**src/rtl/line_buffer_scheduler.sv**
```systemverilog
`timescale 1ns/1ps
// Schedules line writes into a circular BRAM line buffer and releases sliding
// read windows of cfg_kernel rows, advancing by cfg_stride lines per window.
//   state   | meaning
//   W_IDLE  | waiting for a free slot and an unwritten line
//   W_ISSUE | wr_conf pulse with the slot start address
//   W_WAIT  | line write in flight, waiting for wr_done
//   R_IDLE  | waiting for kernel lines to be resident
//   R_ISSUE | rd_start pulse with the oldest-line address
//   R_WAIT  | window in flight, waiting for rd_done
module line_buffer_scheduler #(
  parameter int ADDR_LEN   = 13,
  parameter int LINE_SLOTS = 8,
  parameter int CNT_W      = 16
) (
  input  logic                clk,
  input  logic                rst,
  input  logic                cfg_start,
  input  logic [ADDR_LEN-1:0] cfg_linelen,
  input  logic [CNT_W-1:0]    cfg_num_lines,
  input  logic [3:0]          cfg_kernel,
  input  logic [3:0]          cfg_stride,
  output logic                wr_conf,
  output logic [ADDR_LEN-1:0] wr_st_addr,
  input  logic                wr_done,
  output logic                rd_start,
  output logic [ADDR_LEN-1:0] rd_base_addr,
  input  logic                rd_done,
  output logic                busy,
  output logic                frame_done,
  output logic                cfg_err
);
  localparam int SW = $clog2(LINE_SLOTS);
  localparam int CW = SW + 1;

  typedef enum logic [1:0] {W_IDLE, W_ISSUE, W_WAIT} w_state_t;
  typedef enum logic [1:0] {R_IDLE, R_ISSUE, R_WAIT} r_state_t;

  w_state_t w_state, w_next;
  r_state_t r_state, r_next;

  logic                busy_q, frame_done_q, cfg_err_q;
  logic [ADDR_LEN-1:0] linelen_q;
  logic [CNT_W-1:0]    num_lines_q, win_total_q, lines_written, windows_done;
  logic [3:0]          kernel_q, stride_q;
  logic [CW-1:0]       count;
  logic [SW-1:0]       wr_ptr, rd_ptr;
  logic [ADDR_LEN-1:0] wr_addr;
  logic [ADDR_LEN-1:0] addr_tab [LINE_SLOTS];

  logic             cfg_go, cfg_bad, addr_ovf, wr_acc, rd_acc, last_rd;
  logic [CNT_W-1:0] win_total_d;

  // Slot addresses are remembered as the writer's accumulator visits them,
  // so the reader can jump by stride slots without a multiplier.
  assign addr_ovf = (cfg_linelen >> (ADDR_LEN - SW)) != '0;
  assign cfg_bad  = (cfg_kernel == 4'd0) || (32'(cfg_kernel) > 32'(LINE_SLOTS - 1)) ||
                    (cfg_stride == 4'd0) || (cfg_stride > cfg_kernel) ||
                    (cfg_num_lines < CNT_W'(cfg_kernel)) || addr_ovf;
  assign cfg_go      = cfg_start && !busy_q;
  assign win_total_d = (cfg_num_lines - CNT_W'(cfg_kernel)) / CNT_W'(cfg_stride) + CNT_W'(1);
  assign wr_acc  = (w_state == W_WAIT) && wr_done;
  assign rd_acc  = (r_state == R_WAIT) && rd_done;
  assign last_rd = rd_acc && ((windows_done + CNT_W'(1)) == win_total_q);

  always_comb begin
    w_next  = w_state;
    wr_conf = 1'b0;
    case (w_state)
      W_IDLE:  if (busy_q && (lines_written < num_lines_q) && (32'(count) < LINE_SLOTS))
                 w_next = W_ISSUE;
      W_ISSUE: begin
        wr_conf = 1'b1;
        w_next  = W_WAIT;
      end
      W_WAIT:  if (wr_done) w_next = W_IDLE;
      default: w_next = W_IDLE;
    endcase
    // Frame end abandons any write still pending.
    if (last_rd) w_next = W_IDLE;
  end

  always_comb begin
    r_next   = r_state;
    rd_start = 1'b0;
    case (r_state)
      R_IDLE:  if (busy_q && (32'(count) >= 32'(kernel_q))) r_next = R_ISSUE;
      R_ISSUE: begin
        rd_start = 1'b1;
        r_next   = R_WAIT;
      end
      R_WAIT:  if (rd_done) r_next = R_IDLE;
      default: r_next = R_IDLE;
    endcase
  end

  always_ff @(posedge clk or posedge rst) begin
    if (rst) begin
      w_state       <= W_IDLE;
      r_state       <= R_IDLE;
      busy_q        <= 1'b0;
      frame_done_q  <= 1'b0;
      cfg_err_q     <= 1'b0;
      linelen_q     <= '0;
      num_lines_q   <= '0;
      win_total_q   <= '0;
      kernel_q      <= '0;
      stride_q      <= '0;
      lines_written <= '0;
      windows_done  <= '0;
      count         <= '0;
      wr_ptr        <= '0;
      rd_ptr        <= '0;
      wr_addr       <= '0;
      for (int i = 0; i < LINE_SLOTS; i++) addr_tab[i] <= '0;
    end else begin
      w_state      <= w_next;
      r_state      <= r_next;
      frame_done_q <= 1'b0;
      if (cfg_go) begin
        if (cfg_bad) begin
          cfg_err_q <= 1'b1;
        end else begin
          cfg_err_q     <= 1'b0;
          busy_q        <= 1'b1;
          linelen_q     <= cfg_linelen;
          num_lines_q   <= cfg_num_lines;
          kernel_q      <= cfg_kernel;
          stride_q      <= cfg_stride;
          win_total_q   <= win_total_d;
          lines_written <= '0;
          windows_done  <= '0;
          count         <= '0;
          wr_ptr        <= '0;
          rd_ptr        <= '0;
          wr_addr       <= '0;
        end
      end else if (busy_q) begin
        if (w_state == W_ISSUE) addr_tab[wr_ptr] <= wr_addr;
        if (wr_acc) begin
          wr_ptr        <= wr_ptr + SW'(1);
          wr_addr       <= (wr_ptr == SW'(LINE_SLOTS - 1)) ? '0 : wr_addr + linelen_q;
          lines_written <= lines_written + CNT_W'(1);
        end
        if (rd_acc) begin
          rd_ptr       <= rd_ptr + SW'(stride_q);
          windows_done <= windows_done + CNT_W'(1);
        end
        if (last_rd) begin
          count        <= '0;
          busy_q       <= 1'b0;
          frame_done_q <= 1'b1;
        end else begin
          count <= count + CW'(wr_acc) - (rd_acc ? CW'(stride_q) : CW'(0));
        end
      end
    end
  end

  assign wr_st_addr   = wr_conf  ? wr_addr          : '0;
  assign rd_base_addr = rd_start ? addr_tab[rd_ptr] : '0;
  assign busy         = busy_q;
  assign frame_done   = frame_done_q;
  assign cfg_err      = cfg_err_q;
endmodule

```
**config.mk**
```make
export PLATFORM = sky130hd
export DESIGN_NAME = line_buffer_scheduler
export DESIGN_NICKNAME = d
export VERILOG_FILES = /design/src/rtl/line_buffer_scheduler.sv
export SDC_FILE = /design/constraint.sdc
export NUM_CORES = 1
export LEC_CHECK = 0
export ABC_CLOCK_PERIOD_IN_PS = 9200
export CORE_MARGIN = 2
export CORE_UTILIZATION = 56
export CTS_CLUSTER_SIZE = 14
export DETAILED_ROUTE_END_ITERATION = 6
export PLACE_DENSITY = 0.78
export SKIP_CTS_REPAIR_TIMING = 1
export SYNTH_ARGS = -nofsm -noshare
export SYNTH_HDL_FRONTEND = slang
export SYNTH_SLANG_ARGS = --single-unit
```
**constraint.sdc**
```tcl
create_clock -name clk -period 9.2 [get_ports clk]
set_clock_uncertainty 0.1 [all_clocks]
set_input_delay 2.76 -clock clk [delete_from_list [all_inputs] [get_ports clk]]
set_output_delay 2.76 -clock clk [all_outputs]
set_load 0.005 [all_outputs]
```
# After elaboration in Yosys (flattened, before gate mapping)
# Index checks and enable logic that the tools add are counted.
dict set report totals {
  register_bits 219
  latch_bits 0
  mem_bits_rw 0
  romBits 0
  in_bits 42
  out_inout_bits 31
  word_cells 136
  mem_count 0
}
dict set report op_classes {
  addsub 9
  mul 0
  div 1
  magnitude_cmp 9
  eq_ne 11
  shifts 0
  mux 49
  bitwise 4
  n_reduce_logical 29
}
# operator count
set op_table {}
lappend op_table {{$mux 13} 10}
lappend op_table {{$mux 16} 7}
lappend op_table {{$bwmux 104} 1}
lappend op_table {{$add 16x1->16 const B} 3}
lappend op_table {{$bmux 13 s3} 1}
lappend op_table {{$demux 13 s3} 1}
lappend op_table {{$mux 3} 7}
lappend op_table {{$mux 4} 5}
lappend op_table {{$div 16x4->16} 1}
lappend op_table {{$eq 16x16->1} 1}
lappend op_table {{$lt 16x16->1} 1}
lappend op_table {{$lt 16x4->1} 1}
lappend op_table {{$sub 16x4->16} 1}
lappend op_table {{$add 13x13->13} 1}
lappend op_table {{$reduce_bool 13->1} 1}
lappend op_table {{$pmux 2 s3} 2}
lappend op_table {{$mux 1} 10}
lappend op_table {{$mux 2} 5}
lappend op_table {{$reduce_and 3->1} 3}
lappend op_table {{$ge 4x4->1 const B} 2}
lappend op_table {{$logic_and 1x1->1} 8}
lappend op_table {{$logic_not 4->1} 2}
lappend op_table {{$not 3->4} 2}
lappend op_table {{$reduce_and 2->1} 4}
lappend op_table {{19 further kinds} 32}

# Depth between registers and ports, before layout
# Gate-level depths: netlist of run 1.
dict set report depth {
  ltp_word 8
  ltp_mapped 155
  mapped_depth_nobuf 147
}

# Worst setup path before layout of run 1
# OpenSTA, ideal clock, no wires.
dict set report synth_path {
  path_kind {input to register}
  startpoint {in cfg_num_lines[10]}
  endpoint {reg win_total_q[12]}
  setup_time_ps 137
  arrival_ps 32060
  t_required_ps 8963
  setup_slack_ps -23097
  cell_stages 146
  path_buffers 6
  path_cell_list {or4_4 -> or3_4 -> or4_4 -> nand2_1 -> ha_1 -> o21a_1 -> a21oi_1 -> a32o_2 -> inv_1 -> ha_1 -> o21ai_0 -> a211o_1 -> nor2_1 -> a31oi_1 -> ha_1 -> o21a_1 -> or4b_2 -> a31o_2 -> (+110 left out) -> nand4_4 -> nor2_1 -> a21oi_1 -> ha_1 -> a21o_1 -> a21o_1 -> a211oi_1 -> nand4_1 -> a2111oi_0 -> and3_1 -> buf_2 -> inv_2 -> ha_1 -> nand2b_1 -> or2_2 -> nor3_1 -> xnor2_1 -> a21oi_1}
}
dict set report synth_via {
  elab_chain_cells 5
  elab_cells_between_ends 8
  cone_classes {add/sub: 2; div: 1; order compare: 1; bitwise: 1; reduce/logical: 3}
}
# item line_no
set synth_lines {}
lappend synth_lines {{start: declaration} 20} ;# input logic [CNT_W-1:0] cfg_num_lines,
lappend synth_lines {{parallel branches: the longest is 5 deep, another holds $sub 16x4->16} --}
lappend synth_lines {{end signal: assignment} 130} ;# win_total_q <= win_total_d;
lappend synth_lines {{end: declaration} 44} ;# logic [CNT_W-1:0] num_lines_q, win_total_q, lines_written, windows_done;
# Parallel ways; which one is timed is not known.
# A chain may end at the register's enable or synchronous reset.

# Final worst setup path of run 1
dict set report layout_path {
  startpoint {in cfg_num_lines[13]}
  endpoint {reg win_total_q[10]}
}
# The elaborated chain is that of the path after synthesis.

==> flow_results.xml, run 1 <==
<?xml version="1.0" encoding="UTF-8"?>
<metrics>
  <group name="synthesis">
    <metric name="async_flop_share" unit="%">100</metric>
    <metric name="ys_ff_latch" unit="">219</metric>
    <metric name="synth_enable_flop_cells" unit="">0</metric>
    <metric name="syn-instance-count" unit="">1771</metric>
    <metric name="number_of_different_library_cells_in_the_post_synthesis_netlist" unit="">95</metric>
    <metric name="postSynthNetCount" unit="">1928</metric>
    <metric name="syn-mean-instance-area" unit="sq um">9.30</metric>
    <metric name="ys_warn_count" unit="">0</metric>
    <metric name="netlist_area" unit="sq um">16500</metric>
    <metric name="synth-seq-area-share" unit="%">33.3</metric>
    <metric name="synth_flop_cell" unit="">dfrtp_1</metric>
  </group>
  <group name="routing">
    <metric name="drt-total-wl" unit="mm">54.8</metric>
    <metric name="post_drt_via_cell_ratio" unit="">6.20</metric>
    <metric name="antenna_left" unit="">0</metric>
    <metric name="drc" unit="">2</metric>
    <metric name="route.vias.total" unit="">16445</metric>
    <metric name="post_drt_wl_per_cell" unit="um">20.7</metric>
    <metric name="first_iter_violations" unit="">1557</metric>
    <metric name="drt_pass1_iterations" unit="">7</metric>
  </group>
  <group name="sta">
    <metric name="tightestPinTransition" unit="ns">1.27</metric>
    <metric name="maxSlewViolCount" unit="">0</metric>
    <metric name="layout_setup_ws" unit="ns">-19.85</metric>
    <metric name="final_number_of_hold_violating_endpoints" unit="">0</metric>
    <metric name="hold_ws" unit="ns">0.379</metric>
    <metric name="tightest_slew_margin_relative_to_the_limit" unit="%">14.9</metric>
    <metric name="setup_viol_count_final" unit="">16</metric>
    <metric name="final_period_minus_worst_setup_slack" unit="ns">29.05</metric>
    <metric name="rsz0062_at_grt" unit="">true</metric>
    <metric name="final_cycle_utilization_of_the_critical_path" unit="%">316</metric>
    <metric name="timing.fmax" unit="GHz">0.0344</metric>
  </group>
  <group name="final_layout">
    <metric name="layout_common_cells" unit="">buf_4 (445), dfrtp_1 (218), nand2_1 (166)</metric>
    <metric name="syn2layout_area_growth" unit="%">35.8</metric>
    <metric name="nets" unit="">2409</metric>
    <metric name="filler_cell_count" unit="">1770</metric>
    <metric name="area.sequential" unit="sq um">5480</metric>
    <metric name="layout.cells.most_common" unit="">buf_4</metric>
    <metric name="layout-drive-gt1-share" unit="%">35.1</metric>
    <metric name="area_used_by_multi_input_combinational_logic" unit="sq um">11200</metric>
  </group>
  <group name="run_status">
    <metric name="violations" unit="">DRC, setup timing</metric>
    <metric name="status" unit="">finished, violations left</metric>
  </group>
  <group name="global_route">
    <metric name="largest_net_degree_at_the_start_of_global_routing" unit="">139</metric>
    <metric name="grt_usage" unit="%">33.6</metric>
    <metric name="antenna_found_initial" unit="">2</metric>
    <metric name="grt_pass1_wl" unit="mm">83.5</metric>
    <metric name="total_overflow_reported_by_the_global_router" unit="">0</metric>
    <metric name="grt_pass1_vias" unit="">16305</metric>
  </group>
  <group name="worst_setup_path">
    <metric name="endpoint_kind" unit="">flip-flop</metric>
    <metric name="cp_max_fo" unit="">6</metric>
    <metric name="cp-startpoint" unit="">cfg_num_lines[13]</metric>
    <metric name="critical_path.most_common_cell" unit="">o21a_1</metric>
    <metric name="critPathKind" unit="">in -&gt; reg</metric>
    <metric name="r2r_start" unit="">busy</metric>
    <metric name="slowest_delay" unit="ns">0.55</metric>
    <metric name="critical_path.slowest_cell" unit="">or4_4</metric>
    <metric name="worst-r2r-setup-slack" unit="ns">5.11</metric>
    <metric name="data_required_critical_path" unit="ns">9.50</metric>
    <metric name="timing.critical_path.arrival" unit="ns">29.34</metric>
    <metric name="start_kind" unit="">input port</metric>
    <metric name="ff2ff_path_depth" unit="">10</metric>
    <metric name="r2r_end" unit="">lines_written[15]</metric>
    <metric name="endpoint" unit="">win_total_q[10]</metric>
  </group>
  <group name="min_path">
    <metric name="min-delay-path-class" unit="">reg -&gt; reg</metric>
  </group>
  <group name="clock_network">
    <metric name="cts_max_path_bufs" unit="">3</metric>
    <metric name="cts_root_buf" unit="">clkbuf_16</metric>
    <metric name="insertion_delay" unit="ns">0.52</metric>
    <metric name="clk_pin_slew_worst_paths" unit="ns">0.07</metric>
    <metric name="tritoncts.num_buffers" unit="">22</metric>
    <metric name="cts.sinks" unit="">219</metric>
    <metric name="cts_htree_levels" unit="">1</metric>
    <metric name="cts_tree" unit="">yes</metric>
  </group>
  <group name="flow_run">
    <metric name="maxCapViolCount" unit="">0</metric>
  </group>
  <group name="die">
    <metric name="die_h" unit="um">175</metric>
    <metric name="die-width" unit="um">175</metric>
    <metric name="floorplan.die_area" unit="sq um">30800</metric>
    <metric name="row_count" unit="">62</metric>
    <metric name="initial_core_util" unit="%">57.1</metric>
    <metric name="core_region_area" unit="sq um">28900</metric>
    <metric name="floorplan.io_pins" unit="">73</metric>
  </group>
  <group name="placed_design">
    <metric name="pre_cts_slack" unit="ns">-20.58</metric>
    <metric name="place.port_buffers" unit="">72</metric>
    <metric name="place_hpwl" unit="mm">37.4</metric>
    <metric name="routability_driven_placement_congestion_ratio" unit="">0.930</metric>
  </group>
</metrics>
==> synth_stat cells, types with 4 or more instances <==
cell	count	area [sq um]
xnor2_1	59	517
nand2_1	173	649
o211ai_1	11	82.6
a22o_1	16	140
o2111ai_1	4	35.0
a21o_1	24	180
a211oi_1	12	90.1
clkbuf_1	47	176
and2_1	27	169
nor2_1	139	522
xor2_1	43	377
fa_1	4	80.1
nor3b_1	6	45.0
a211o_1	10	87.6
ha_1	111	1390
o21ai_0	112	561
mux2_2	118	1330
a31o_2	5	43.8
nor4_1	12	75.1
nor3_1	47	235
or4_1	12	90.1
mux4_2	26	586
o21ai_1	13	65.1
nand2b_1	29	181
nand4_1	17	106
a21oi_1	82	410
a2111oi_0	5	43.8
nand3_1	47	235
a31oi_1	15	93.8
and3_1	21	131
o21a_1	26	195
o21bai_1	10	75.1
or3_1	24	150
o31a_1	4	35.0
nor2b_1	18	113
or2_2	9	56.3
nand3b_1	4	30.0
inv_1	67	251
dfrtp_1	219	5480
o31ai_1	11	82.6
buf_1	18	67.6
a32oi_1	5	43.8
o22ai_1	4	25.0
mux2i_1	33	330
==> worst max-delay path, delay by kind of cell <==
| family | cells | cell delay, ns |
|---|---|---|
| and+or+nand+nor | 43 | 8.00 |
| AOI/OAI and AO/OA | 75 | 12.28 |
| xor gates and xnor gates | 1 | 0.16 |
| muxes | 5 | 1.23 |
| buffers and inverters | 4 | 0.26 |
| adders and majority gates | 17 | 4.66 |
==> cells by family (layout without fill, tap and decap cells) <==
| group | count (synthesis) | count (layout) | share of synthesized area, % |
|---|---|---|---|
| adders and majority gates | 115 | 115 | 8.92 |
| other | 0 | 2 | 0 |
| buffers and inverters | 138 | 634 | 3.27 |
| xor gates and xnor gates | 102 | 102 | 5.42 |
| muxes | 178 | 178 | 13.7 |
| and+or+nand+nor | 610 | 610 | 18.7 |
| AOI/OAI and AO/OA | 409 | 409 | 16.8 |
| DFF | 219 | 219 | 33.3 |
==> per-stage QoR <==
| step | std cells | setup TNS (ns) | cell area (sq um) | util, % |
|---|---|---|---|---|
| after global placement | 2555 | -308.84 | 20700 | 71.9 |
| after global routing | 2653 | -336.20 | 22400 | 77.5 |
| after detailed placement | 2555 | -326.75 | 20700 | 71.9 |
| after CTS | 2594 | -321.22 | 21400 | 74.3 |
| final | 2653 | -314.89 | 22400 | 77.5 |
| after floorplan | 1771 | -324.80 | 16900 | - |
==> final cells by class <==
class,instances,area share [%]
Clock inverter,9,0.375
Sequential cell,219,24.5
Tap cell,384,2.15
Antenna cell,2,0.0224
Inverter,68,1.20
Multi-Input combinational cell,1414,50.2
Timing Repair Buffer,527,18.8
Clock buffer,30,2.77
==> worst min path at each step <==
stage / end / cells after the start / slack (ns) / startpoint
4_1_cts: r_state[0] / 1 / 0.37 / r_state[0]
3_3_place_gp: r_state[0] / 1 / 0.34 / r_state[0]
5_1_grt: r_state[0] / 1 / 0.40 / r_state[1]
3_5_place_dp: r_state[0] / 1 / 0.34 / r_state[0]
6_report: linelen_q[7] / 2 / 0.38 / linelen_q[7]
2_1_floorplan: r_state[0] / 1 / 0.32 / r_state[1]
==> per-layer routing <==
metal,global-route usage (%),routed length (um),up-vias
met5,0,0,-
met4,11.6,1990,0
met3,3.98,3640,181
met2,57.7,27100,751
met1,44.0,22100,8072
li1,-,-,7441
==> sequential cells by signal, summed over array words and instances (netlist names), 13 cells and up <==
| signal | flops |
|---|---|
| win_total_q | 16 |
| wr_addr | 13 |
| lines_written | 16 |
| windows_done | 16 |
| linelen_q | 13 |
| addr_tab | 104 |
| num_lines_q | 16 |
Power of run 1 is not shown: default switching activity piles up to over one toggle a cycle in this logic, so the estimate is an artifact.
==> run 2, diff against run 1 <==
--- a/config.mk
+++ b/config.mk
@@ -12,6 +12,7 @@
 export DETAILED_ROUTE_END_ITERATION = 6
 export PLACE_DENSITY = 0.78
 export SKIP_CTS_REPAIR_TIMING = 1
+export SLEW_MARGIN = 15
 export SYNTH_ARGS = -nofsm -noshare
 export SYNTH_HDL_FRONTEND = slang
 export SYNTH_SLANG_ARGS = --single-unit
==> run 2 against run 1 <==
  * The flow finishes with violations (setup timing)
  * Critical path type unchanged
  * Flip-flop and latch count unchanged
  * Cell count hardly changed
  * Utilization is 0.095 points lower
  * Maximum frequency up 0.11%
  * Largest cell class unchanged
  * Clock-buffer cell count unchanged
  * Global-route usage unchanged
  * Setup slack improved by 0.033 ns
  * Highest routed layer unchanged
  * Sequential share of layout area barely moved
  * Routed wire length is 0.81% lower
==> flow_results.xml, run 2 (same netlist as run 1, synthesis figures left out) <==
<?xml version="1.0" encoding="UTF-8"?>
<metrics>
  <group name="worst_setup_path">
    <metric name="ff2ff_path_depth" unit="">10</metric>
    <metric name="r2r_start" unit="">busy</metric>
    <metric name="r2r_end" unit="">lines_written[15]</metric>
    <metric name="start_kind" unit="">input port</metric>
    <metric name="critical_path.slowest_cell" unit="">or4_4</metric>
    <metric name="cp_max_fo" unit="">6</metric>
    <metric name="cpLargestDelayFamily" unit="">compound AO/OA/AOI/OAI gates</metric>
    <metric name="critical_path.most_common_cell" unit="">o21a_1</metric>
    <metric name="data_required_critical_path" unit="ns">9.46</metric>
    <metric name="worst-r2r-setup-slack" unit="ns">4.97</metric>
    <metric name="timing.critical_path.arrival" unit="ns">29.28</metric>
    <metric name="critical_path_buf_inv_count" unit="">5</metric>
    <metric name="slowest_delay" unit="ns">0.55</metric>
    <metric name="critPathKind" unit="">in -&gt; reg</metric>
    <metric name="endpoint_kind" unit="">flip-flop</metric>
  </group>
  <group name="clock_network">
    <metric name="cts_htree_levels" unit="">1</metric>
    <metric name="cts_root_buf" unit="">clkbuf_16</metric>
    <metric name="tritoncts.num_buffers" unit="">22</metric>
    <metric name="cts.sinks" unit="">219</metric>
    <metric name="clk_pin_slew_worst_paths" unit="ns">0.07</metric>
    <metric name="cts_max_path_bufs" unit="">3</metric>
    <metric name="insertion_delay" unit="ns">0.53</metric>
    <metric name="cts_tree" unit="">yes</metric>
  </group>
  <group name="global_route">
    <metric name="grt_pass1_wl" unit="mm">83.5</metric>
    <metric name="grt_usage" unit="%">33.6</metric>
    <metric name="antenna_found_initial" unit="">1</metric>
    <metric name="grt_pass1_vias" unit="">16305</metric>
    <metric name="total_overflow_reported_by_the_global_router" unit="">0</metric>
    <metric name="largest_net_degree_at_the_start_of_global_routing" unit="">139</metric>
  </group>
  <group name="routing">
    <metric name="drt_pass1_iterations" unit="">5</metric>
    <metric name="drc" unit="">0</metric>
    <metric name="post_drt_wl_per_cell" unit="um">20.5</metric>
    <metric name="antenna_left" unit="">0</metric>
    <metric name="route.vias.total" unit="">16315</metric>
    <metric name="drt-total-wl" unit="mm">54.4</metric>
    <metric name="post_drt_via_cell_ratio" unit="">6.15</metric>
    <metric name="first_iter_violations" unit="">1447</metric>
  </group>
  <group name="die">
    <metric name="row_count" unit="">62</metric>
    <metric name="die-width" unit="um">175</metric>
    <metric name="initial_core_util" unit="%">57.1</metric>
    <metric name="core_region_area" unit="sq um">28900</metric>
    <metric name="floorplan.die_area" unit="sq um">30800</metric>
    <metric name="floorplan.io_pins" unit="">73</metric>
    <metric name="die_h" unit="um">175</metric>
  </group>
  <group name="sta">
    <metric name="final_period_minus_worst_setup_slack" unit="ns">29.02</metric>
    <metric name="setup_viol_count_final" unit="">16</metric>
    <metric name="timing.fmax" unit="GHz">0.0345</metric>
    <metric name="final_number_of_hold_violating_endpoints" unit="">0</metric>
    <metric name="rsz0062_at_grt" unit="">true</metric>
    <metric name="maxSlewViolCount" unit="">0</metric>
    <metric name="layout_setup_ws" unit="ns">-19.82</metric>
    <metric name="setup_tns" unit="ns">-313.96</metric>
    <metric name="tightestPinTransition" unit="ns">1.06</metric>
    <metric name="final_cycle_utilization_of_the_critical_path" unit="%">315</metric>
    <metric name="tightest_slew_margin_relative_to_the_limit" unit="%">29.5</metric>
  </group>
  <group name="min_path">
    <metric name="min-delay-path-class" unit="">reg -&gt; reg</metric>
    <metric name="whs_endpoint" unit="">r_state[0]</metric>
    <metric name="min_path_cells" unit="">1</metric>
    <metric name="worstHoldStart" unit="">r_state[0]</metric>
  </group>
  <group name="run_status">
    <metric name="status" unit="">finished, violations left</metric>
    <metric name="violations" unit="">setup timing</metric>
  </group>
  <group name="placed_design">
    <metric name="place_hpwl" unit="mm">37.4</metric>
    <metric name="routability_driven_placement_congestion_ratio" unit="">0.930</metric>
    <metric name="place.port_buffers" unit="">72</metric>
  </group>
  <group name="final_layout">
    <metric name="syn2layout_area_growth" unit="%">35.6</metric>
    <metric name="area_used_by_multi_input_combinational_logic" unit="sq um">11200</metric>
    <metric name="nets" unit="">2408</metric>
    <metric name="layout.cells.most_common" unit="">buf_4</metric>
    <metric name="layout_common_cells" unit="">buf_4 (445), dfrtp_1 (218), nand2_1 (166)</metric>
    <metric name="top_register" unit="">addr_tab</metric>
    <metric name="filler_cell_count" unit="">1761</metric>
    <metric name="layout-drive-gt1-share" unit="%">34.9</metric>
    <metric name="largest_reg_flops" unit="">104</metric>
    <metric name="area.sequential" unit="sq um">5480</metric>
  </group>
  <group name="flow_run">
    <metric name="maxCapViolCount" unit="">0</metric>
  </group>
</metrics>
run 2: per-layer routing:
layer	track usage, %	vias up	part of all wire, %
li1	-	7435	-
met1	44.0	8003	41
met2	57.7	691	49
met3	3.98	186	6.6
met4	11.6	0	4.0
met5	0	-	0
run 2: worst max-delay path by stage:
| stage | start | to | slack [ns] | cells past startpoint |
|---|---|---|---|---|
| floorplan | cfg_num_lines[10] | win_total_q[10] | -20.59 | 149 |
| global placement | cfg_num_lines[10] | win_total_q[10] | -19.46 | 145 |
| detailed placement | cfg_num_lines[10] | win_total_q[6] | -20.58 | 142 |
| CTS | cfg_num_lines[10] | win_total_q[4] | -20.24 | 142 |
| global route | cfg_num_lines[13] | win_total_q[4] | -21.20 | 145 |
| finish | cfg_num_lines[13] | win_total_q[4] | -19.82 | 145 |
run 2: stage by stage:
| step | util (%) | hold slack, ns | worst slack (ns) | std cells | cell area, sq um |
|---|---|---|---|---|---|
| after floorplan | - | 0.324 | -20.59 | 1771 | 16900 |
| after global placement | 71.9 | 0.338 | -19.46 | 2555 | 20700 |
| after detailed placement | 71.9 | 0.342 | -20.58 | 2555 | 20700 |
| after CTS | 74.3 | 0.370 | -20.24 | 2594 | 21400 |
| after global routing | 77.4 | 0.397 | -21.20 | 2651 | 22300 |
| final | 77.4 | 0.377 | -19.82 | 2651 | 22300 |
run 2: area by class of cell:
| cell class | instances | area share, % |
|---|---|---|
| antenna | 1 | 0.0112 |
| clock inverter | 9 | 0.375 |
| inverter | 68 | 1.20 |
| tap | 384 | 2.15 |
| timing repair buffer | 526 | 18.7 |
| clock buffer | 30 | 2.78 |
| sequential | 219 | 24.5 |
| multi-input combinational | 1414 | 50.2 |
run 2: worst register-to-register path, cell delays in order, from the launching register on:
cell and delay [ns]:
dfrtp_1 0.60, nor2b_1 0.42, nand2_1 0.14, nor3_1 0.43, and3_2 0.46, buf_4 0.56, nor2_1 0.30, nor3_1 0.60
nand3_1 0.22, xor2_1 0.18, nor2_1 0.06
Power of run 2 is left out for the same reason.
==> run 3, diff against run 2 <==
--- a/config.mk
+++ b/config.mk
@@ -5,12 +5,13 @@
 export SDC_FILE = /design/constraint.sdc
 export NUM_CORES = 1
 export LEC_CHECK = 0
+export ABC_AREA = 1
 export ABC_CLOCK_PERIOD_IN_PS = 9200
 export CORE_MARGIN = 2
-export CORE_UTILIZATION = 56
+export CORE_UTILIZATION = 57
 export CTS_CLUSTER_SIZE = 14
 export DETAILED_ROUTE_END_ITERATION = 6
-export PLACE_DENSITY = 0.78
+export PLACE_DENSITY = 0.79
 export SKIP_CTS_REPAIR_TIMING = 1
 export SLEW_MARGIN = 15
 export SYNTH_ARGS = -nofsm -noshare
==> run 3 against run 2 <==
  * The flow still finishes with violations (setup timing)
  * First-iteration DRC count is 13% higher
  * Via count is 18% higher
  * Global-route usage is 1.1 points lower
  * Routed wire length is 9.5% higher
  * Cell count up 27%
  * Setup slack gained 4.8 ns
  * Flip-flop and latch count is the same
==> flow_results.xml, run 3 <==
<?xml version="1.0" encoding="UTF-8"?>
<metrics>
  <group name="run_status">
    <metric name="status" unit="">finished, violations left</metric>
    <metric name="violations" unit="">setup timing</metric>
  </group>
  <group name="sta">
    <metric name="setup_tns" unit="ns">-233.78</metric>
    <metric name="timing.fmax" unit="GHz">0.0412</metric>
    <metric name="final_number_of_hold_violating_endpoints" unit="">0</metric>
    <metric name="tightestPinTransition" unit="ns">1.15</metric>
    <metric name="final_cycle_utilization_of_the_critical_path" unit="%">264</metric>
    <metric name="setup_viol_count_final" unit="">16</metric>
    <metric name="layout_setup_ws" unit="ns">-15.05</metric>
    <metric name="final_period_minus_worst_setup_slack" unit="ns">24.25</metric>
    <metric name="rsz0062_at_grt" unit="">true</metric>
    <metric name="maxSlewViolCount" unit="">0</metric>
    <metric name="hold_ws" unit="ns">0.374</metric>
    <metric name="tightest_slew_margin_relative_to_the_limit" unit="%">22.8</metric>
  </group>
  <group name="final_layout">
    <metric name="antenna_cells" unit="">0</metric>
    <metric name="layout_common_cells" unit="">buf_4 (492), nand2_1 (443), inv_1 (308)</metric>
    <metric name="layout.cells.most_common" unit="">buf_4</metric>
    <metric name="syn2layout_area_growth" unit="%">36.6</metric>
    <metric name="largest_reg_flops" unit="">104</metric>
    <metric name="top_register" unit="">addr_tab</metric>
    <metric name="instances_no_fill" unit="">3364</metric>
    <metric name="area_used_by_multi_input_combinational_logic" unit="sq um">11100</metric>
    <metric name="area.sequential" unit="sq um">5480</metric>
    <metric name="nets" unit="">3109</metric>
    <metric name="fin_area" unit="sq um">23800</metric>
    <metric name="layout-drive-gt1-share" unit="%">29.8</metric>
    <metric name="filler_cell_count" unit="">1899</metric>
  </group>
  <group name="worst_setup_path">
    <metric name="worst-r2r-setup-slack" unit="ns">5.09</metric>
    <metric name="data_required_critical_path" unit="ns">9.46</metric>
    <metric name="timing.critical_path.arrival" unit="ns">24.51</metric>
    <metric name="r2r_end" unit="">lines_written[15]</metric>
    <metric name="critical_path.most_common_cell" unit="">nand2_2</metric>
    <metric name="cpLargestDelayFamily" unit="">simple AND/OR/NAND/NOR gates</metric>
    <metric name="cp_max_fo" unit="">8</metric>
    <metric name="endpoint_kind" unit="">flip-flop</metric>
    <metric name="slowest_delay" unit="ns">0.44</metric>
    <metric name="critPathKind" unit="">in -&gt; reg</metric>
    <metric name="ff2ff_path_depth" unit="">12</metric>
    <metric name="critical_path.slowest_cell" unit="">clkdlybuf4s50_1</metric>
    <metric name="r2r_start" unit="">busy</metric>
    <metric name="critical_path_buf_inv_count" unit="">38</metric>
    <metric name="start_kind" unit="">input port</metric>
  </group>
  <group name="die">
    <metric name="die-width" unit="um">179</metric>
    <metric name="floorplan.die_area" unit="sq um">32000</metric>
    <metric name="core_region_area" unit="sq um">30300</metric>
    <metric name="die_h" unit="um">179</metric>
    <metric name="row_count" unit="">64</metric>
    <metric name="floorplan.io_pins" unit="">73</metric>
    <metric name="initial_core_util" unit="%">57.5</metric>
  </group>
  <group name="routing">
    <metric name="post_drt_wl_per_cell" unit="um">17.7</metric>
    <metric name="first_iter_violations" unit="">1641</metric>
    <metric name="drt-total-wl" unit="mm">59.5</metric>
    <metric name="post_drt_via_cell_ratio" unit="">5.72</metric>
    <metric name="route.vias.total" unit="">19248</metric>
    <metric name="drt_pass1_iterations" unit="">6</metric>
    <metric name="antenna_left" unit="">0</metric>
    <metric name="drc" unit="">0</metric>
  </group>
  <group name="min_path">
    <metric name="worstHoldStart" unit="">rd_ptr[2]</metric>
    <metric name="whs_endpoint" unit="">rd_ptr[2]</metric>
    <metric name="min_path_cells" unit="">1</metric>
    <metric name="min-delay-path-class" unit="">reg -&gt; reg</metric>
  </group>
  <group name="synthesis">
    <metric name="synth.top_cells.by_count" unit="">nand2_1 (479), inv_1 (341), o21ai_0 (235)</metric>
    <metric name="syn-mean-instance-area" unit="sq um">7.20</metric>
    <metric name="synth-seq-area-share" unit="%">31.4</metric>
    <metric name="netlist_area" unit="sq um">17400</metric>
    <metric name="top_area_cells_in_the_synthesized_netlist" unit="">dfrtp_1 (31%), nand2_1 (10%), ha_1 (8.0%)</metric>
    <metric name="yosysMostFrequentCell" unit="">nand2_1</metric>
    <metric name="ys_ff_latch" unit="">219</metric>
    <metric name="synth_enable_flop_cells" unit="">0</metric>
    <metric name="ys_warn_count" unit="">0</metric>
    <metric name="synth_flop_cell" unit="">dfrtp_1</metric>
    <metric name="netlist.area_leader.share" unit="%">31.4</metric>
    <metric name="synth_top_cell_by_area" unit="">dfrtp_1</metric>
    <metric name="postSynthNetCount" unit="">2579</metric>
    <metric name="async_flop_share" unit="%">100</metric>
    <metric name="number_of_different_library_cells_in_the_post_synthesis_netlist" unit="">67</metric>
    <metric name="syn-instance-count" unit="">2422</metric>
  </group>
  <group name="global_route">
    <metric name="largest_net_degree_at_the_start_of_global_routing" unit="">150</metric>
    <metric name="grt_pass1_wl" unit="mm">84.4</metric>
    <metric name="grt_pass1_vias" unit="">18132</metric>
    <metric name="total_overflow_reported_by_the_global_router" unit="">0</metric>
    <metric name="antenna_found_initial" unit="">0</metric>
    <metric name="grt_usage" unit="%">32.5</metric>
  </group>
  <group name="placed_design">
    <metric name="dp.cells" unit="">3269</metric>
    <metric name="dpl-instance-area" unit="sq um">22000</metric>
    <metric name="place.port_buffers" unit="">72</metric>
    <metric name="routability_driven_placement_congestion_ratio" unit="">0.943</metric>
    <metric name="place_hpwl" unit="mm">38.7</metric>
  </group>
  <group name="clock_network">
    <metric name="cts_root_buf" unit="">clkbuf_16</metric>
    <metric name="cts_htree_levels" unit="">1</metric>
    <metric name="clk_pin_slew_worst_paths" unit="ns">0.06</metric>
    <metric name="cts.sinks" unit="">219</metric>
    <metric name="insertion_delay" unit="ns">0.52</metric>
    <metric name="cts_tree" unit="">yes</metric>
    <metric name="tritoncts.num_buffers" unit="">23</metric>
    <metric name="cts_max_path_bufs" unit="">3</metric>
  </group>
  <group name="flow_run">
    <metric name="maxCapViolCount" unit="">0</metric>
  </group>
</metrics>
-- run 3: changes by cell type in the layout (fill, tap and decap cells not counted), moves of 34 or more --
cell and change:
xnor2_1 -34, nand2_1 +277, buf_4 +47, nand3_1 +103
nand2_2 +71, mux2_2 -117, inv_1 +245, a21oi_1 +60
nor2_1 +75, inv_2 +38, o21ai_0 +108
-- run 3: worst register-to-register path, cell delays in order, from the launching register on --
cell,delay (ns)
dfrtp_1,0.52
inv_1,0.30
nand2_1,0.28
nor4_1,0.46
nand3_2,0.68
nand2_1,0.24
buf_4,0.34
inv_1,0.15
nor3_1,0.29
nand4_1,0.17
nor2_1,0.18
o21ai_0,0.13
a21oi_1,0.21
-- run 3: how the worst max path moves through the flow --
| stage | from | to | slack (ns) | depth (start not counted) |
|---|---|---|---|---|
| final | cfg_num_lines[9] | win_total_q[8] | -15.05 | 172 |
| after detailed placement | cfg_kernel[2] | win_total_q[14] | -15.81 | 179 |
| after global routing | cfg_num_lines[6] | win_total_q[8] | -16.03 | 177 |
| after CTS | cfg_kernel[2] | win_total_q[14] | -15.38 | 180 |
| after floorplan | cfg_kernel[2] | win_total_q[14] | -16.40 | 191 |
| after global placement | cfg_kernel[2] | win_total_q[14] | -14.56 | 182 |
-- run 3: metal layers --
layer	vias to the layer above	track usage [%]	wire length [um]
met3	325	3.20	3670
met5	-	0	0
met2	897	57.4	29200
met4	0	19.4	4480
li1	9007	-	-
met1	9019	38.1	22200
-- run 3: area by class of cell --
type	instances	share of cell area, %
tap	396	2.08
clock inverter	5	0.226
timing repair buffer	570	19.0
inverter	373	6.16
sequential	219	23.0
clock buffer	36	2.87
multi-input combinational	1765	46.7
-- run 3: cells by family (layout without fill, tap and decap cells) --
kind of cell    Yosys count  in the layout  synth area share (%)
buf+inv                 438            984                  9.88
xor+xnor                 81             81                  4.07
fa+ha+maj               115            115                  8.42
compound gates          484            484                  15.7
flops                   219            219                  31.4
simple gates           1085           1085                  30.5
-- run 3: stage by stage --
step / util, % / setup slack [ns]
finish: 78.5 / -15.05
global route: 78.5 / -16.03
CTS: 74.8 / -15.38
detailed placement: 72.4 / -15.81
global placement: 72.4 / -14.56
floorplan: - / -16.40
Power of run 3 is left out for the same reason.
==> RTL edit: new RTL, config.mk and constraints of run 3 <==
Change the parameter `LINE_SLOTS` from 8 to 16.
--- a/src/rtl/line_buffer_scheduler.sv
+++ b/src/rtl/line_buffer_scheduler.sv
@@ -10,7 +10,7 @@
 //   R_WAIT  | window in flight, waiting for rd_done
 module line_buffer_scheduler #(
   parameter int ADDR_LEN   = 13,
-  parameter int LINE_SLOTS = 8,
+  parameter int LINE_SLOTS = 16,
   parameter int CNT_W      = 16
 ) (
   input  logic                clk,
Function: changed (a bounded check fails within 4 cycles, from zero or initial values and one cycle with rst high).
==> RTL edit against run 3 <==
- the flow still finishes with violations (negative setup slack)
- area after synthesis rose by 23%
- cell area rose by 18%
- sequential cell count rose by 107
- wire length rose by 15%
- setup slack improved by 0.80 ns
- count of clock-buffer cells in the layout rose by 8
- critical path type unchanged
Power is left out: the tool's default activity adds up to more than one toggle a clock period on the data nets, which glitch-free logic cannot reach.
==> RTL edit: results (changes against run 3) <==
stage	metric	value	unit	change
worst_hold_path	worst hold stages	1		unchanged
layout	NumNets Final	3565		+15%
layout	Largest Register	addr_tab		
outcome	status	complete, but fails checks		
critical_path	reg-to-reg critical path startpoint	busy		
synthesis	warning count from the yosys run	0		unchanged
sta	Final setup viols	16		unchanged
drt	DRT iter0 DRCs	1959		+19%
global_routing	first-pass GRT wire length	107	mm	+26%
drt	Post-DRT Antenna Nets	0		unchanged
clock_network	Skew-Pair Late Insertion Delay	0.60	ns	+0.08 ns
place	gpl congestion	0.926		-1.8%
clock_network	H-tree levels	1		unchanged
worst_hold_path	worst hold path type	flip-flop to flip-flop		
synthesis	ranking of synthesized cells by area	dfrtp_1 (38%), nand2_1 (10%), o21ai_0 (7.3%), ha_1 (6.8%), inv_1 (6.2%)		
critical_path	CP delay by family, top	simple AND/OR/NAND/NOR gates		
layout	ratio of cells with drive above 1 in the final layout	0.239		-0.0585
critical_path	R2R depth	10		-2
synthesis	Cell variety after synth	59		-12%
layout	max reg flops	208		+100%
layout	Fillers	2674		+41%
critical_path	Slowest-stage cell, CP	ha_1		
global_routing	initial antenna violation count	0		unchanged
worst_hold_path	HP Start	r_state[0]		
synthesis	Async S/R FF share, synth	1.00		unchanged
drt	first-pass detailed-route iteration total	6		unchanged
clock_network	Num CTS Buffers	31		+35%
critical_path	Worst path max stage delay	0.40	ns	-0.04 ns
synthesis	Post-synth top cells	nand2_1 (588), inv_1 (356), dfrtp_1 (326)		
outcome	failing checks	negative setup slack		
global_routing	vias in the first global route	21700		+20%
global_routing	largest net degree at the start of global routing	187		+25%
global_routing	GRT Resource Usage Total	0.339		+0.0138
critical_path	R2R setup slack	5.09	ns	about the same
critical_path	critical path peak fanout	7		-1
drt	routed vias	22500		+17%
synthesis	sequential area share after synthesis	0.380		+0.0653
layout	Ant. Diodes	0		unchanged
place	hpwl dp	46.2	mm	+19%
critical_path	WP data arrival	23.80	ns	-0.71 ns
clock_network	Clock Path Buffers	3		unchanged
clock_network	Root Buffer Master	clkbuf_16		
synthesis	post-synth net total	3089		+20%
place	Port Buf Inserts	72		unchanged
drt	average wire per standard cell	17.5	um	-1.4%
sta	Slew @ Worst Pin	1.20	ns	+0.0420 ns
worst_hold_path	Endpoint, Worst Hold	r_state[0]		
sta	hold_ws	0.378	ns	+0.00362 ns
sta	setup ws final	-14.25	ns	+0.799 ns
clock_network	Clk pin slew, worst setup/hold paths	0.08	ns	+0.02 ns
critical_path	R2R Path End	lines_written[14]		
-- RTL edit: changes by cell type in the layout (fill, tap and decap cells not counted), sizes merged, moves of 8 or more --
cell and change:
dfrtp +107, o211ai +34, nand4 -26, o22ai +19, clkbuf +8, inv +13
o21ai +76, xor2 +9, nor2 +64, nand3 +20, a31oi -14, nand2 +73
a21oi +61
-- RTL edit: layout make-up --
type | instances | area (um2) | area share
Sequential cell | 326 | 8160 | 0.290
Clock buffer | 44 | 885 | 0.0315
Clock inverter | 13 | 189 | 0.00672
Inverter | 383 | 1490 | 0.0530
Timing Repair Buffer | 561 | 4470 | 0.159
Multi-Input combinational cell | 2099 | 12300 | 0.437
Tap cell | 511 | 639 | 0.0227
-- RTL edit: worst max-delay path by stage --
| stage | startpoint | to | slack (ns) | cells past startpoint |
|---|---|---|---|---|
| after floorplan | cfg_num_lines[2] | win_total_q[12] | -15.96 | 194 |
| after global placement | cfg_kernel[2] | win_total_q[14] | -15.03 | 187 |
| after detailed placement | cfg_kernel[2] | win_total_q[14] | -16.23 | 189 |
| after CTS | cfg_kernel[2] | win_total_q[14] | -15.74 | 189 |
| after global routing | cfg_kernel[2] | win_total_q[14] | -15.67 | 183 |
| final | cfg_kernel[2] | win_total_q[14] | -14.25 | 179 |
-- RTL edit: worst reg2reg max path, stage by stage (launching register included) --
cell,delay [ns]
dfrtp_1,0.54
clkinv_1,0.29
nand2_1,0.25
a2111oi_0,1.00
nand3_4,0.13
nand2_1,0.63
nand4_1,0.27
nor3_1,0.37
nand3_1,0.17
o21ai_0,0.20
a21oi_1,0.06
-- RTL edit: cell families (layout without fill, tap and decap cells) --
group	after synthesis	count (layout)	share of synthesized area
simple gates	1233	1233	0.257
compound gates	660	660	0.167
buf+inv	501	1001	0.0894
flops	326	326	0.380
fa+ha+maj	121	121	0.0718
xor+xnor	85	85	0.0350
-- RTL edit: metrics by stage --
| step | setup slack (ns) | util | instance area, um2 | TNS, ns | std cells |
|---|---|---|---|---|---|
| final | -14.25 | 0.752 | 28100 | -222.65 | 3937 |
| after global routing | -15.67 | 0.752 | 28100 | -244.83 | 3937 |
| after CTS | -15.74 | 0.722 | 27000 | -245.90 | 3878 |
| after detailed placement | -16.23 | 0.693 | 25900 | -253.52 | 3821 |
| after global placement | -15.03 | 0.693 | 25900 | -234.66 | 3821 |
| after floorplan | -15.96 | - | 21800 | -248.03 | 2926 |
-- RTL edit: layer usage --
layer / routed length [um] / share of wire / vias to the layer above / track usage
li1: - / - / 10600 / -
met1: 27100 / 0.39 / 10700 / 0.429
met2: 32700 / 0.48 / 1022 / 0.577
met3: 5500 / 0.080 / 270 / 0.0463
met4: 3470 / 0.051 / 0 / 0.151
met5: 0 / 0 / - / 0
